$ cat src/rtl/fp_consts.sv
// fp_consts: shared IEEE-754 single-precision constants and converter state encoding.
// Revision: 1.0
`default_nettype none

package fp_consts;

    localparam int FP_BIAS   = 127;
    localparam int FP_EXP_W  = 8;
    localparam int FP_MANT_W = 23;

    // Exponent of a value whose leading one sits at bit 31 (bias + 31).
    localparam logic [FP_EXP_W-1:0] FP_INT_EXP_INIT = 8'd158;

    typedef enum logic [1:0] {
        IDLE      = 2'd0,
        NORMALIZE = 2'd1,
        ROUND     = 2'd2
    } i2f_state_t;

endpackage

`default_nettype wire

$ cat src/rtl/fp_round_pack.sv
// fp_round_pack: rounds a left-justified 32-bit magnitude to 24 bits (RNE or truncate) and packs a float.
// Revision: 1.0
`default_nettype none

module fp_round_pack
    import fp_consts::*;
(
    input  logic                sign,
    input  logic [FP_EXP_W-1:0] exp,
    input  logic [31:0]         mag,
    input  logic                rtz,
    output logic [31:0]         packed_fp,
    output logic                inexact
);

    logic [FP_MANT_W-1:0] w_m;
    logic [FP_MANT_W-1:0] w_mant;
    logic [FP_EXP_W-1:0]  w_exp;
    logic                 w_guard;
    logic                 w_sticky;
    logic                 w_up;
    logic                 w_carry;

    always_comb begin
        w_m      = mag[30:8];
        w_guard  = mag[7];
        w_sticky = |mag[6:0];
        w_up     = ~rtz & w_guard & (w_sticky | w_m[0]);
        {w_carry, w_mant} = {1'b0, w_m} + {{FP_MANT_W{1'b0}}, w_up};
        w_exp    = w_carry ? exp + 8'd1 : exp;

        // A magnitude without its leading one is zero: emit a signed zero.
        if (!mag[31]) begin
            packed_fp = {sign, 31'd0};
            inexact   = 1'b0;
        end else begin
            packed_fp = {sign, w_exp, w_mant};
            inexact   = w_guard | w_sticky;
        end
    end

endmodule

`default_nettype wire

$ cat src/rtl/int_to_fp_converter.sv
// int_to_fp_converter: multi-cycle 32-bit int/uint to IEEE-754 single conversion (CVT.S.W / CVT.S.WU).
// Optional macro INT_TO_FP_RTZ_EN adds a round_to_zero input. Revision: 1.0
`default_nettype none

module int_to_fp_converter
    import fp_consts::*;
#(
    parameter int NORM_STEP = 1
) (
    input  logic        clock,
    input  logic        reset_n,
    input  logic        start,
    input  logic        is_signed,
`ifdef INT_TO_FP_RTZ_EN
    input  logic        round_to_zero,
`endif
    input  logic [31:0] in,
    output logic [31:0] out,
    output logic        inexact,
    output logic        busy,
    output logic        done
);

    i2f_state_t          r_state;
    logic                r_sign;
    logic [31:0]         r_mag;
    logic [FP_EXP_W-1:0] r_exp;
    logic                r_rtz;
    logic [31:0]         r_out;
    logic                r_inexact;
    logic                r_busy;
    logic                r_done;

    logic                w_sign;
    logic [31:0]         w_mag;
    logic                w_rtz;
    logic [31:0]         w_packed;
    logic                w_inexact;

    assign w_sign = is_signed & in[31];
    // Two's-complement negate; 0x80000000 maps onto itself as an unsigned magnitude.
    assign w_mag  = w_sign ? (~in) + 32'd1 : in;

`ifdef INT_TO_FP_RTZ_EN
    assign w_rtz = round_to_zero;
`else
    assign w_rtz = 1'b0;
`endif

    fp_round_pack u_round_pack (
        .sign      (r_sign),
        .exp       (r_exp),
        .mag       (r_mag),
        .rtz       (r_rtz),
        .packed_fp (w_packed),
        .inexact   (w_inexact)
    );

    always_ff @(posedge clock) begin
        if (!reset_n) begin
            r_state   <= IDLE;
            r_sign    <= 1'b0;
            r_mag     <= 32'd0;
            r_exp     <= 8'd0;
            r_rtz     <= 1'b0;
            r_out     <= 32'd0;
            r_inexact <= 1'b0;
            r_busy    <= 1'b0;
            r_done    <= 1'b0;
        end else begin
            r_done <= 1'b0;
            case (r_state)
                IDLE: begin
                    if (start) begin
                        r_sign <= w_sign;
                        r_mag  <= w_mag;
                        r_exp  <= FP_INT_EXP_INIT;
                        r_rtz  <= w_rtz;
                        if (in == 32'd0) begin
                            r_out     <= 32'd0;
                            r_inexact <= 1'b0;
                            r_done    <= 1'b1;
                        end else begin
                            r_state <= NORMALIZE;
                            r_busy  <= 1'b1;
                        end
                    end
                end
                NORMALIZE: begin
                    if (r_mag[31]) begin
                        r_state <= ROUND;
                    end else if (r_mag[31 -: NORM_STEP] == '0) begin
                        r_mag <= r_mag << NORM_STEP;
                        r_exp <= r_exp - 8'(NORM_STEP);
                    end else begin
                        r_mag <= r_mag << 1;
                        r_exp <= r_exp - 8'd1;
                    end
                end
                ROUND: begin
                    r_out     <= w_packed;
                    r_inexact <= w_inexact;
                    r_done    <= 1'b1;
                    r_busy    <= 1'b0;
                    r_state   <= IDLE;
                end
                default: begin
                    r_state <= IDLE;
                    r_busy  <= 1'b0;
                end
            endcase
        end
    end

    assign out     = r_out;
    assign inexact = r_inexact;
    assign busy    = r_busy;
    assign done    = r_done;

endmodule

`default_nettype wire
$ cat config.mk
export PLATFORM = sky130hd
export DESIGN_NAME = int_to_fp_converter
export DESIGN_NICKNAME = d
export VERILOG_FILES = /design/src/rtl/fp_consts.sv /design/src/rtl/fp_round_pack.sv /design/src/rtl/int_to_fp_converter.sv
export SDC_FILE = /design/constraint.sdc
export NUM_CORES = 1
export LEC_CHECK = 0
export CORE_MARGIN = 2
export CORE_UTILIZATION = 26
export DETAILED_ROUTE_END_ITERATION = 16
export PLACE_DENSITY = 0.41
export SYNTH_ARGS = -nofsm -noshare
export SYNTH_HDL_FRONTEND = slang
export SYNTH_HIERARCHICAL = 1
export SYNTH_SLANG_ARGS = --single-unit
$ cat constraint.sdc
create_clock -name clock -period 5.5 [get_ports clock]
set_clock_uncertainty 0.2 [all_clocks]
set_input_delay 0.55 -clock clock [delete_from_list [all_inputs] [get_ports clock]]
set_output_delay 0.55 -clock clock [all_outputs]
set_load 0.02 [all_outputs]
==> impl_metrics.yaml <==
global_routing:
  first_global_vias: 4380
  track_usage_pct: 15.9
  overflow: 0
  grt_first_pass_wirelength_um: 24500
  antenna_found_initial: 0
  grt_max_degree: 35
synth:
  synth_top_flop_cell: "dfxtp_1"
  netlist_instances: 574
  synth-edff-count: 0
  yosysTopAreaCell: "dfxtp_1"
  postSynthAreaPerCell_um2: 8.17
  syn_area_mm2: 0.00469
  ys_ff_latch: 78
  netlist_top_cells_area: "dfxtp_1, a22o_1, a21oi_1"
  synth_cell_types: 62
  yosysTopAreaCellShare_pct: 33.3
  yosys_warnings: 6
  seq_area_frac_synth_pct: 33.3
  async_reset_ff_share_pct: 0
placement:
  dp_hpwl_um: 11000
  dpl_cell_area_mm2: 0.00555
  routabilityCongestion: 0.900
  placedCellCount: 840
  portBuffers: 70
worst_hold_path:
  hold_class: "reg -> reg"
  whs_path_depth: 2
clock_network:
  cts-root-buf: "clkbuf_16"
  cts_buffer_depth: 2
  clock-sinks: 78
  cts_tree: "done"
  postCtsHoldBufs: 0
  cts_setup_buffers: 0
  htree_levels: 3
  insertion_delay_ps: 340
  cts-buffers-inserted: 9
  cts-resized-gates: 0
  clkTransAtPathRegs_ps: 60
cells_and_area:
  nets: 662
  stdcell_area_mm2: 0.00582
  postLayoutCoreUtil_pct: 32.6
  drive_gt1_share_pct: 6.24
  fill_cells: 1856
  multiInputGateArea_mm2: 0.00288
  syn_to_final_growth_pct: 24.2
  num_antenna_cells: 0
  finalNonFillerCells: 854
  register_area_mm2: 0.00156
die:
  ios: 71
  die_y_um: 138
  die_w_um: 138
  start_util_pct: 26.3
  rows: 49
  coreArea_mm2: 0.0178
  die-area_mm2: 0.0191
drt:
  routed_wl_um: 15300
  drtIter0Drc: 317
  drtPass1Iterations: 7
  drtAntennaViolNets: 0
  drc_errors: 0
  num_vias: 4611
  wl_per_cell_um: 18.0
  viasPerCell: 5.40
timing:
  worst_slew_pin_slew_ps: 1040
  hold_viol: 0
  period_share_pct: 55.9
  setup_violations: 0
  timing.slew.headroom_pct: 30.6
  fmax_mhz: 325
  min_period_ps: 3070
  rsz0062_at_grt: "false"
  maxSlewViolCount: 0
  setup-tns-final_ps: 0
setup_path:
  startpoint: "in[0]"
  worstPathArrival_ps: 3070
  crit_end: "r_mag[26]"
  crit_type: "in -> reg"
  cp_max_fo: 5
  r2r-end: "out[30]"
  worstPathRequired_ps: 5500
  reg2reg_from: "r_mag[17]"
  r2r_setup_slack_ps: 2590
  end_kind: "flip-flop"
  worstSetupStartpointType: "primary input"
  r2r_cells: 5
pwr:
  power_density_mw_per_mm2: 269
  irDropWorstVdd_mv: 0.124
  p_leak_nw: 1.89
status:
  run_status: "completed"
run:
  cap_violations: 0
[per-layer routing]
metal | wire length [um] | global-route usage [%] | vias up
met2 | 6540 | 23.8 | 142
met3 | 680 | 2.56 | 17
met4 | 236 | 5.69 | 0
met5 | 0 | 0 | -
met1 | 7880 | 23.0 | 2168
li1 | - | - | 2284
[cells in the mapped netlist (all sizes together), types with 8 or more instances]
master and n:
nor2 36, or3 13, or4 14, nor3 21
o31ai 13, o21ai 33, a22o 37, mux2i 10
clkbuf 33, a21oi 48, xnor2 22, nor4 18
a31oi 8, nand2b 10, o221ai 9, dfxtp 78
nand3 9, buf 8, o22ai 10, xor2 9
nand4 8, nand2 42, inv 17, a22oi 9
[final cells by class]
class,instances,share of cell area [%]
Multi-Input combinational cell,439,49.5
Sequential cell,78,26.8
Tap cell,229,4.92
Inverter,17,1.10
Clock inverter,1,0.0859
Timing Repair Buffer,77,12.9
Clock buffer,13,4.64
[worst min-delay path by stage]
| stage | from | end | slack (ps) |
|---|---|---|---|
| 6_report | r_sign | r_sign | 250 |
| 5_1_grt | r_sign | r_sign | 270 |
| 4_1_cts | r_sign | r_sign | 260 |
| 3_5_place_dp | r_sign | r_sign | 250 |
| 3_3_place_gp | r_sign | r_sign | 250 |
| 2_1_floorplan | r_sign | r_sign | 240 |
[kinds of logic after synthesis]
kind of cell | Yosys count | synth area share, %
simple gates | 200 | 24.1
buf+inv | 58 | 5.58
flops | 78 | 33.3
fa+ha+maj | 4 | 1.07
xor+xnor | 31 | 5.79
other cells | 1 | 0.0800
compound gates | 191 | 27.7
mux | 11 | 2.38
[layout by cell type (no fill, tap or decap), types with 7 or more instances in the layout]
cell type | netlist | layout
o31ai_1 | 12 | 12
nor3_1 | 21 | 20
a22o_1 | 37 | 37
nand3_1 | 8 | 8
or3_1 | 13 | 13
or4_1 | 12 | 12
a31oi_1 | 8 | 8
xnor2_1 | 22 | 22
o21ai_0 | 32 | 32
clkdlybuf4s50_1 | 0 | 70
o221ai_1 | 9 | 9
xor2_1 | 9 | 9
dfxtp_1 | 78 | 78
buf_4 | 1 | 7
nand4_1 | 8 | 8
mux2i_1 | 10 | 10
clkbuf_16 | 0 | 9
nor2_1 | 36 | 36
a22oi_1 | 9 | 9
o22ai_1 | 10 | 10
nor4_1 | 14 | 14
nand2_1 | 42 | 42
inv_1 | 15 | 15
a21oi_1 | 48 | 47
nand2b_1 | 10 | 10
[metrics by stage]
stage          setup WS, ps  total power [mW]  hold slack, ps
2_1_floorplan          2750             0.887             237
3_3_place_gp           2040              1.01             254
3_5_place_dp           2060              1.02             249
4_1_cts                2410              1.59             257
5_1_grt                2200              1.65             272
6_report               2430              1.57             254
[flip-flops by register name, indices dropped and copies added (netlist names)]
register / cells
r_mag: 32
out: 32
done: 1
busy: 1
r_sign: 1
r_state: 2
r_exp: 8
inexact: 1
[where the power goes]
part	total [mW]	switching, mW	leakage, nW	internal, mW
Clock	0.564	0.227	0.138	0.337
Combinational	0.320	0.188	1.11	0.133
Sequential	0.685	0.0752	0.637	0.610
Total	1.57	0.489	1.89	1.08
[worst max-delay path: stages]
cell and delay [ps]:
clkdlybuf4s50_1 450, inv_1 80, ha_1 170, or4b_1 510, or4b_1 640, nor3_1 320
mux2i_1 240, o311ai_1 110
No activity file was read; power rests on OpenSTA's default activity.
